File: config.mk
export PLATFORM = sky130hd
export DESIGN_NAME = edge_seq_tracker
export DESIGN_NICKNAME = d
export VERILOG_FILES = /design/src/rtl/edge_seq_tracker_pkg.sv /design/src/rtl/edge_seq_tracker_edge_det2.sv /design/src/rtl/edge_seq_tracker.sv
export SDC_FILE = /design/constraint.sdc
export NUM_CORES = 1
export LEC_CHECK = 0
export ABC_AREA = 0
export BUFFER_PORTS_ARGS = -buffer_cell sky130_fd_sc_hd__buf_2
export CELL_PAD_IN_SITES_DETAIL_PLACEMENT = 0
export CELL_PAD_IN_SITES_GLOBAL_PLACEMENT = 1
export CORE_ASPECT_RATIO = 1.4
export CORE_MARGIN = 2
export CORE_UTILIZATION = 42
export DETAILED_ROUTE_END_ITERATION = 10
export PLACE_DENSITY_LB_ADDON = 0.1
export SYNTH_ARGS = -nofsm -noshare
export SYNTH_HDL_FRONTEND = slang
export SYNTH_SLANG_ARGS = --single-unit
File: constraint.sdc
create_clock -name clk -period 2.8 [get_ports clk]
set_input_delay 0.42 -clock clk [delete_from_list [all_inputs] [get_ports clk]]
set_output_delay 0.42 -clock clk [all_outputs]
set_load 0.02 [all_outputs]
File: src/rtl/edge_seq_tracker_pkg.sv
// Shared types and idle input levels for the edge-sequence tracker.
package edge_seq_pkg;

  typedef enum logic [1:0] {ST_A, ST_B, ST_C, ST_D} seq_state_t;

  localparam logic SIG1_RST = 1'b0;
  localparam logic SIG2_RST = 1'b1;

endpackage

File: src/rtl/edge_seq_tracker_edge_det2.sv
// Two-signal edge detector; previous-value registers reset to the idle levels
// so that idle inputs coming out of reset produce no edge.
module edge_det2 #(
  parameter logic RST1 = 1'b0,
  parameter logic RST2 = 1'b1
) (
  input  logic clk,
  input  logic rst,
  input  logic sig1,
  input  logic sig2,
  output logic rise1,
  output logic fall1,
  output logic rise2,
  output logic fall2
);

  logic s1_q;
  logic s2_q;

  always_ff @(posedge clk) begin
    if (rst) begin
      s1_q <= RST1;
      s2_q <= RST2;
    end else begin
      s1_q <= sig1;
      s2_q <= sig2;
    end
  end

  assign rise1 = sig1 & ~s1_q;
  assign fall1 = ~sig1 & s1_q;
  assign rise2 = sig2 & ~s2_q;
  assign fall2 = ~sig2 & s2_q;

endmodule

File: src/rtl/edge_seq_tracker.sv
// Four-step edge/event sequence tracker with per-step timeout, hit/done/timeout
// pulses, saturating wait counter and wrapping completed-sequence counter.
module edge_seq_tracker
  import edge_seq_pkg::*;
#(
  parameter int unsigned TMO_W = 8,
  parameter int unsigned CNT_W = 16
) (
  input  logic             clk,
  input  logic             rst,
  input  logic             en,
  input  logic             ev,
  input  logic             sig1,
  input  logic             sig2,
  input  logic [TMO_W-1:0] tmo_lim,
  output logic [1:0]       step,
  output logic             hit,
  output logic [1:0]       hit_step,
  output logic             done,
  output logic             timeout,
  output logic [CNT_W-1:0] seq_cnt,
  output logic [TMO_W-1:0] wait_cyc
);

  localparam logic [TMO_W-1:0] TMO_ONE = TMO_W'(1);
  localparam logic [CNT_W-1:0] CNT_ONE = CNT_W'(1);

  logic rise1, fall1, rise2, fall2;

  edge_det2 #(
    .RST1 (SIG1_RST),
    .RST2 (SIG2_RST)
  ) u_edge (
    .clk   (clk),
    .rst   (rst),
    .sig1  (sig1),
    .sig2  (sig2),
    .rise1 (rise1),
    .fall1 (fall1),
    .rise2 (rise2),
    .fall2 (fall2)
  );

  seq_state_t       state, state_n;
  logic             cond;
  logic             hit_n, done_n, tmo_n;
  logic [1:0]       hit_step_n;
  logic [CNT_W-1:0] cnt_n;
  logic [TMO_W-1:0] wait_n;

  // Only the current step's wake condition is looked at.
  always_comb begin
    cond = 1'b0;
    unique case (state)
      ST_A: cond = rise1 | ev;
      ST_B: cond = rise2 | ev;
      ST_C: cond = rise1 | fall2;
      ST_D: cond = fall1 | rise2;
    endcase
  end

  always_comb begin
    state_n    = state;
    wait_n     = wait_cyc;
    cnt_n      = seq_cnt;
    hit_n      = 1'b0;
    hit_step_n = hit_step;
    done_n     = 1'b0;
    tmo_n      = 1'b0;
    if (en) begin
      if (cond) begin
        hit_n      = 1'b1;
        hit_step_n = state;
        wait_n     = '0;
        if (state == ST_D) begin
          state_n = ST_A;
          done_n  = 1'b1;
          cnt_n   = seq_cnt + CNT_ONE;
        end else begin
          state_n = seq_state_t'(state + 2'd1);
        end
      end else if (tmo_lim != '0 && wait_cyc == tmo_lim - TMO_ONE) begin
        state_n = ST_A;
        tmo_n   = 1'b1;
        wait_n  = '0;
      end else if (wait_cyc != '1) begin
        wait_n = wait_cyc + TMO_ONE;
      end
    end
  end

  always_ff @(posedge clk) begin
    if (rst) begin
      state    <= ST_A;
      hit      <= 1'b0;
      hit_step <= '0;
      done     <= 1'b0;
      timeout  <= 1'b0;
      seq_cnt  <= '0;
      wait_cyc <= '0;
    end else begin
      state    <= state_n;
      hit      <= hit_n;
      hit_step <= hit_step_n;
      done     <= done_n;
      timeout  <= tmo_n;
      seq_cnt  <= cnt_n;
      wait_cyc <= wait_n;
    end
  end

  assign step = state;

endmodule
==> results_dict.tcl, run 1 <==
set metrics [dict create \
    grt_first_pass_wirelength_um 7272 \
    postRouteAntennaNets 0 \
    tightest_slew_ns 0.5130 \
    drt_iter0_markers 63 \
    r2r-start "step[0]$_SDFFE_PP0P_" \
    end_kind "register" \
    synth_ff_type "dfxtp_1" \
    antenna_cells 0 \
    crit_arrival_ns 2.36 \
    fin_worst_skew_ns 0.005013 \
    vias 1734 \
    insertion_delay_ns 0.28 \
    cp_max_fo 9 \
    postCtsSetupBuffers 0 \
    final.setup.worst_slack_ns 0.5973 \
    r2r-end "seq_cnt[8]$_SDFFE_PP0P_" \
    fillers 431 \
    peakVddDrop_v 0.0002070 \
    grt_max_degree 29 \
    finalCritPeriodShare 0.7867 \
    num_rows 28 \
    die_area_um2 4929 \
    p_leak_nw 0.9228 \
    syn_area_um2 1838 \
    rsz0062_at_grt "no" \
    power.density_nw_per_um2 437.2 \
    seq_area_frac_synth 0.3594 \
    final_max_slew_viol_count 0 \
    grt_overflow_total 0 \
    final.setup.tns_ns 0 \
    coreArea_um2 4204 \
    regArea_um2 660.6 \
    cts_resized 0 \
    clk_pin_slew_ns 0.06 \
    drcViolationCount 0 \
    grt.total_usage 0.1939 \
    wl_um 4295 \
    fp.dieW_um 59.91 \
    clockRootBuffer "clkbuf_8" \
    cts_buffers 5 \
    startpoint_type "register" \
    synth_nets 243 \
    path_class "reg2reg" \
    reg2reg_slack_ns 0.60 \
    cts_sinks 33 \
    hold_start "sig2" \
    cts_buffer_depth 2 \
    synth_cells 223 \
    hold_path.class "in2reg" \
    status "finished clean" \
    dp.final_hpwl_um 3297 \
    io_buffers 44 \
    antenna_found_initial 0 \
    whs_path_depth 2 \
    max_slew_margin 0.6549 \
    cp_slowest_stage_delay_ns 0.42 \
    worstPathRequired_ns 2.96 \
    cts.htree.levels 2 \
    yosysWarnings 0 \
    path_cells "inv_1 > ha_1 > nand2b_1 > nand4_1 > and2_1 > nand4_1 > nor3_1 > xnor2_1 > nor2_1" \
    hold_path_end "u_edge.s2_q$_SDFF_PP1_" \
    cts_tree "yes" \
    pre_cts_slack_ns 0.5228 \
    synthToLayoutAreaGrowth_pct 19.20 \
    routedWlPerCell_um 13.51 \
    via_per_inst 5.453 \
    setup_viol 0 \
    die_h_um 82.28 \
    start_util 0.4372 \
    synth.ff_latch_count 33 \
    worst_path_max_delay_cell "dfxtp_1" \
    drt_first_pass_iters 4 \
    hold_viol 0 \
    gp_congestion 0.8610 \
    drv_cap 0 \
    first_global_vias 1634 \
    p_total_mw 0.9579 \
    ys_types 48 \
    syn_avg_cell_area_um2 8.242 \
    fmax_mhz 454.0 \
    io_pins 45 \
    r2r.worst_path.cells 9 \
    period_needed_ns 2.203 \
    drive_gt1_frac 0.2234 \
    multiInputGateArea_um2 1110 \
    cpMostUsedCell "nand4_1" \
    cts_hold_buf 0 \
    synth_edf_count 0 \
    final_net_count 292 \
    async_reset_ff_frac 0 \
]
==> flip-flops by register name, summed over array words and instances (netlist names) <==
signal       cells
wait_cyc         8
step             2
seq_cnt         16
timeout          1
u_edge.s2_q      1
hit              1
hit_step         2
done             1
u_edge.s1_q      1
==> per-layer routing <==
metal / vias up / track usage / part of all wire
met3: 11 / 0.03738 / 0.039
met4: 0 / 0.09333 / 0.029
li1: 883 / - / -
met2: 37 / 0.3543 / 0.51
met1: 803 / 0.2079 / 0.43
met5: - / 0 / 0
==> where the power goes <==
| part | switching [mW] | total, mW | internal, mW | leakage [nW] |
|---|---|---|---|---|
| registers | 0.00843 | 0.488 | 0.480 | 0.267 |
| clock network | 0.163 | 0.339 | 0.176 | 0.0395 |
| logic | 0.0814 | 0.131 | 0.0494 | 0.616 |
| total | 0.253 | 0.958 | 0.705 | 0.923 |
==> per-stage QoR <==
| stage | instances | utilization | area [um^2] | hold slack, ns |
|---|---|---|---|---|
| after floorplan | 223 | - | 1838 | 0.5266 |
| after global placement | 310 | 0.5021 | 2111 | 0.4760 |
| after detailed placement | 310 | 0.5021 | 2111 | 0.4785 |
| after CTS | 318 | 0.5211 | 2191 | 0.3463 |
| after global routing | 318 | 0.5211 | 2191 | 0.3592 |
| final | 318 | 0.5211 | 2191 | 0.3490 |
==> logic make-up after synthesis <==
kind of cell | count (synthesis) | share of synthesized area
AND/OR/NAND/NOR | 109 | 0.3206
AO/OA/AOI/OAI | 38 | 0.1416
flip-flops | 33 | 0.3594
XOR/XNOR | 20 | 0.09530
buffers and inverters | 16 | 0.03676
adder cells (fa/ha/maj) | 6 | 0.04084
multiplexers | 1 | 0.005446
==> how the worst max path moves through the flow <==
stage	startpoint	endpoint	cells after the start
floorplan	step[0]$_SDFFE_PP0P_	wait_cyc[3]$_SDFFE_PP0P_	9
global placement	tmo_lim[0]	wait_cyc[2]$_SDFFE_PP0P_	10
detailed placement	tmo_lim[0]	wait_cyc[2]$_SDFFE_PP0P_	10
CTS	step[0]$_SDFFE_PP0P_	seq_cnt[8]$_SDFFE_PP0P_	9
global route	step[1]$_SDFFE_PP0P_	seq_cnt[12]$_SDFFE_PP0P_	8
finish	step[0]$_SDFFE_PP0P_	seq_cnt[8]$_SDFFE_PP0P_	9
==> final cells by class <==
cell class,count,share of cell area
sequential,33,0.3015
multi-input combinational,174,0.5066
inverter,11,0.01885
timing repair buffer,47,0.1108
clock buffer,8,0.03655
tap,45,0.02570
==> cells in the final DEF, fill, tap and decap left out, types with 7 or more instances in the layout <==
master,instances
dfxtp_1,33
nand2_1,15
nor2_1,34
inv_1,11
xnor2_1,8
nand2b_1,8
nand4_1,12
xor2_1,12
buf_2,44
a21oi_1,14
o21ai_0,7
==> critical path: cells and delay by family, from the launching register on <==
family	cells	cell delay (ns)
xor gates and xnor gates	1	0.15
and+or+nand+nor	6	1.18
buffers and inverters	1	0.11
DFF	1	0.42
adders and majority gates	1	0.23
==> cell usage after synthesis, drive strengths merged, types with 2 or more instances <==
| library cell | number | area share |
|---|---|---|
| nor2 | 34 | 0.069 |
| dfxtp | 33 | 0.36 |
| nand2 | 15 | 0.031 |
| a21oi | 14 | 0.038 |
| nand4 | 12 | 0.041 |
| xor2 | 12 | 0.057 |
| inv | 11 | 0.022 |
| nand2b | 8 | 0.027 |
| o21ai | 8 | 0.022 |
| xnor2 | 8 | 0.038 |
| nor3 | 7 | 0.022 |
| ha | 6 | 0.041 |
| nand3 | 6 | 0.016 |
| nor2b | 6 | 0.020 |
| clkbuf | 4 | 0.0082 |
| or3 | 4 | 0.016 |
| and3 | 3 | 0.011 |
| a2111oi | 2 | 0.020 |
| a21o | 2 | 0.0089 |
| a31oi | 2 | 0.0068 |
| and2 | 2 | 0.0082 |
| nand3b | 2 | 0.0082 |
| nor3b | 2 | 0.0082 |
| nor4 | 2 | 0.015 |
| o211ai | 2 | 0.0082 |
| o32ai | 2 | 0.0095 |
| or2 | 2 | 0.0082 |
Note: power is estimated with default switching activity, not from simulation.
==> run 2: changes to the inputs <==
- CORE_UTILIZATION: 42 -> 35
- clock period: 2.8 -> 1.96 ns (I/O delays scaled with it)
==> results_dict.tcl, run 2 (same netlist as run 1, synthesis figures left out) <==
set metrics [dict create \
    status "finished clean" \
    r2r-start "step[1]$_SDFFE_PP0P_" \
    period_needed_ns 1.945 \
    antenna_cells 0 \
    die_h_um 89.75 \
    clockPowerShare 0.366 \
    hold_path.class "in2reg" \
    cts_sinks 33 \
    largest_reg_flops 16 \
    start_util 0.3590 \
    grtUsageMet2 0.3435 \
    switching_share 0.2627 \
    setup.worst_path.start "step[1]$_SDFFE_PP0P_" \
    die_area_um2 5855 \
    worstPathRequired_ns 2.14 \
    intPower_mw 1.136 \
    postRouteAntennaNets 0 \
    grt_use_met3 0.03379 \
    grt_first_pass_wirelength_um 8252 \
    r2r-end "wait_cyc[3]$_SDFFE_PP0P_" \
    grt.met1_usage 0.1829 \
    startpoint_type "register" \
    cts_buffer_depth 2 \
    io_pins 45 \
    final.setup.worst_slack_ns 0.01453 \
    hold_viol 0 \
    reg_top3 "seq_cnt (16), wait_cyc (8)" \
    final_max_slew_viol_count 0 \
    cp_max_fo 5 \
    drt_iter0_markers 47 \
    drv_cap 0 \
    pre_cts_slack_ns -0.2288 \
    cts_buffers 5 \
    crit_arrival_ns 2.12 \
    regMostFlops "seq_cnt" \
    critPathCapture "wait_cyc[3]$_SDFFE_PP0P_" \
    p_sw_mw 0.4049 \
    final_cell_mix "buf_2, buf_4, nor2_1, dfxtp_1, nand2_1" \
    antenna_found_initial 0 \
    first_global_vias 1782 \
    gp_congestion 0.7859 \
    grt_overflow_total 0 \
    grt_max_degree 25 \
    dp.final_hpwl_um 3956 \
    cts_tree "yes" \
    coreArea_um2 5120 \
    tightest_slew_ns 0.3907 \
    r2r.worst_path.cells 9 \
    rsz0062_at_grt "yes" \
    path_class "reg2reg" \
    setup_viol 0 \
    fp.dieW_um 65.25 \
    peakVddDrop_v 0.0004542 \
    synthToLayoutAreaGrowth_pct 46.29 \
    num_rows 31 \
    finalCritPeriodShare 0.9926 \
    p_leak_nw 1.163 \
    cts.htree.levels 2 \
    vias 1872 \
    grt.total_usage 0.1805 \
    io_buffers 44 \
    final_common_cell "buf_2" \
    power.density_nw_per_um2 573.1 \
    fin_worst_skew_ns 0.005730 \
    drcViolationCount 0 \
    stdcell_area_um2 2689 \
    final_net_count 330 \
    fmax_mhz 514.0 \
    clk_pin_slew_ns 0.07 \
    busiest_layer "met2" \
    placed_cell_area_um2 2421 \
    drive_gt1_frac 0.4116 \
    p_total_mw 1.541 \
    drt_first_pass_iters 4 \
    seqPwrFrac 0.456 \
    pwr-share-comb 0.178 \
    wl_um 5196 \
    via_per_inst 4.966 \
    insertion_delay_ns 0.28 \
    routedWlPerCell_um 13.78 \
    clockRootBuffer "clkbuf_8" \
    max_slew_margin 0.7375 \
    end_kind "register" \
    reg2reg_slack_ns 0.01 \
]
[run 2: changes by cell type in the layout (fill, tap and decap cells not counted), sizes merged]
cell    delta
clkinv     +1
clkbuf     -1
buf       +38
[run 2: area by class of cell]
type,count,area [um^2]
inverter,11,46.29
sequential,33,674.4
clock inverter,1,5.005
tap,66,82.58
multi-input combinational,174,1235
fill,541,2431
timing repair buffer,85,549.3
clock buffer,7,96.34
[run 2: worst max-delay path, cell delays in order, from the launching register on]
cell and delay, ns:
dfxtp_4 0.37, buf_6 0.12, ha_4 0.17, nand3b_1 0.08
o211ai_1 0.11, and2_4 0.19, or2_4 0.25, and4_1 0.17
and3b_1 0.18, a22o_1 0.20
[run 2: worst min path at each step]
stage,start,endpoint,slack [ns],cells after the start
floorplan,sig2,u_edge.s2_q$_SDFF_PP1_,0.40,1
global placement,hit_step[0]$_SDFFE_PP0P_,hit_step[0]$_SDFFE_PP0P_,0.47,2
detailed placement,hit_step[1]$_SDFFE_PP0P_,hit_step[1]$_SDFFE_PP0P_,0.48,2
CTS,sig2,u_edge.s2_q$_SDFF_PP1_,0.22,2
global route,sig2,u_edge.s2_q$_SDFF_PP1_,0.23,2
finish,sig2,u_edge.s2_q$_SDFF_PP1_,0.23,2
[run 2: repair_timing]
| item | 4_1_cts | 5_1_grt |
|---|---|---|
| hold buffers | 0 | 0 |
| pin swaps | 3 | 25 |
| gates resized for setup | 6 | 27 |
| endpoints found under the setup margin | 10 | 20 |
| buffers inserted | 2 | 1 |
| cloned | 0 | 1 |
[run 2: per-layer routing]
metal | routed length [um] | vias up
li1 | - | 953
met1 | 1928 | 866
met2 | 2920 | 42
met3 | 205 | 11
met4 | 142 | 0
met5 | 0 | -
[run 2: power by group through the flow]
stage | Sequential (mW) | Clock [mW] | Combinational (mW)
after CTS | 0.697 | 0.588 | 0.253
after detailed placement | 0.712 | 0 | 0.239
after global placement | 0.712 | 0 | 0.241
after global routing | 0.704 | 0.616 | 0.302
final | 0.703 | 0.564 | 0.274
after floorplan | 0.729 | 0 | 0.113
[run 2: stage by stage]
| stage | instances | hold WS (ns) | setup TNS, ns | util |
|---|---|---|---|---|
| after global placement | 365 | 0.4712 | -1.019 | 0.4729 |
| final | 377 | 0.2263 | 0 | 0.5252 |
| after floorplan | 223 | 0.4006 | 0 | - |
| after detailed placement | 365 | 0.4783 | -1.240 | 0.4729 |
| after global routing | 377 | 0.2316 | -0.3350 | 0.5252 |
| after CTS | 375 | 0.2198 | -0.01690 | 0.4990 |
==> run 3: changes to the inputs <==
- HOLD_SLACK_MARGIN: unset -> 0.12
- REMOVE_ABC_BUFFERS: unset -> 1
==> results_dict.tcl, run 3 (same netlist as run 1, synthesis figures left out) <==
set metrics [dict create \
    route.met3.wl_um 209 \
    cts_buffer_depth 2 \
    grt_max_degree 19 \
    dr_wl_met2_um 2827 \
    peakVddDrop_v 0.0004075 \
    p_leak_nw 1.158 \
    final_cell_mix "buf_2, buf_4, nor2_1, dfxtp_1, nand2_1" \
    cts_sinks 33 \
    coreArea_um2 5120 \
    tightest_slew_ns 0.4018 \
    cp_top_family "simple AND/OR/NAND/NOR gates" \
    drive_gt1_frac 0.3981 \
    crit_arrival_ns 2.15 \
    hold_path.class "in2reg" \
    drt_iter0_markers 58 \
    routedWlPerCell_um 13.50 \
    hold_viol 0 \
    gp_congestion 0.7505 \
    io_pins 45 \
    drcViolationCount 0 \
    first_global_vias 1903 \
    violations "setup timing" \
    wl_um 5130 \
    maxUsedRoutingLayer "met4" \
    regMostFlops "seq_cnt" \
    fmax_mhz 508.9 \
    clockRootBuffer "clkbuf_8" \
    cp_max_fo 4 \
    worstPathRequired_ns 2.14 \
    cts.htree.levels 2 \
    critPathBufInv 1 \
    finalCritPeriodShare 1.002 \
    place_inst 373 \
    path_class "reg2reg" \
    final_max_slew_viol_count 0 \
    rsz0062_at_grt "yes" \
    dp.final_hpwl_um 3923 \
    startpoint_type "register" \
    grt.total_usage 0.1800 \
    fp.dieW_um 65.25 \
    grt_first_pass_wirelength_um 8286 \
    setup_viol 1 \
    pre_cts_slack_ns -0.1548 \
    cp_slowest_stage_delay_ns 0.37 \
    final.setup.tns_ns -0.004844 \
    synthToLayoutAreaGrowth_pct 43.70 \
    final_net_count 335 \
    postRouteAntennaNets 0 \
    antenna_cells 0 \
    drv_cap 0 \
    clk_pin_slew_ns 0.07 \
    power.density_nw_per_um2 547.7 \
    die_area_um2 5855 \
    max_slew_margin 0.7252 \
    grt_overflow_total 0 \
    end_kind "register" \
    antenna_found_initial 0 \
    num_rows 31 \
    worst_path_max_delay_cell "dfxtp_4" \
    io_buffers 44 \
    period_needed_ns 1.965 \
    vias 1885 \
    fin_worst_skew_ns 0.008994 \
    via_per_inst 4.961 \
    final.setup.worst_slack_ns -0.004844 \
    status "complete, but fails checks" \
    cts_buffers 5 \
    insertion_delay_ns 0.29 \
    reg_top3 "seq_cnt (16), wait_cyc (8)" \
    cts_hold_buf 0 \
    path_cells "inv_2 > ha_2 > nand2b_4 > nand4_1 > and2_4 > or2_4 > and4_4 > and3b_1 > a22o_1" \
    die_h_um 89.75 \
    drt_first_pass_iters 4 \
    cts_tree "yes" \
    finalNonFillerCells 380 \
    start_util 0.3590 \
    met1Wirelength_um 1917 \
    largest_reg_flops 16 \
]
## run 3: what timing repair did
item / CTS / global route
setup buffers: 1 / 0
gates resized for setup: 6 / 21
hold endpoints to repair: 0 / 0
pin swaps: 4 / 14
cloned: 0 / 0
setup endpoints to repair: 18 / 24
## run 3: area by class of cell
class                   count  area, um^2
repair buffers             90       581.8
clock inverters             1       5.005
inverters                  11       43.79
flip-flops and latches     33       668.1
clock buffers               5       68.82
fillers                   552        2479
well taps                  66       82.58
multi-input cells         174        1191
## run 3: report_power, final
group	total [mW]	switching, mW	internal, mW
Clock	0.472	0.238	0.233
Combinational	0.276	0.141	0.135
Sequential	0.700	0.0134	0.686
## run 3: layer usage
metal  track usage  up-vias
met5             0        -
met4       0.08854        0
met3       0.03379       13
met2        0.3461       41
met1        0.1744      867
li1              -      964
## run 3: path summary, 6_finish.rpt
path                            startpoint                        to  slack, ns  depth (start not counted)
setup / recovery      step[0]$_SDFFE_PP0P_  wait_cyc[3]$_SDFFE_PP0P_     -0.005                          9
hold / removal                        sig2    u_edge.s2_q$_SDFF_PP1_       0.23                          2
setup reg to reg      step[0]$_SDFFE_PP0P_  wait_cyc[3]$_SDFFE_PP0P_     -0.005                          9
hold reg to reg   hit_step[1]$_SDFFE_PP0P_  hit_step[1]$_SDFFE_PP0P_       0.48                          2
## run 3: through the flow
stage / total power, mW / util / hold slack, ns / area, um^2
6_report: 1.447 / 0.5159 / 0.2331 / 2641
5_1_grt: 1.515 / 0.5159 / 0.2337 / 2641
4_1_cts: 1.449 / 0.5010 / 0.2199 / 2565
3_5_place_dp: 0.9611 / 0.4814 / 0.4701 / 2465
3_3_place_gp: 0.9608 / 0.4814 / 0.4645 / 2465
2_1_floorplan: 0.8237 / - / 0.3631 / 1812
## run 3: worst register-to-register path, cell delays in order (launching register included)
cell	delay (ns)
dfxtp_4	0.37
inv_2	0.06
ha_2	0.17
nand2b_4	0.11
nand4_1	0.11
and2_4	0.19
or2_4	0.26
and4_4	0.20
and3b_1	0.18
a22o_1	0.23
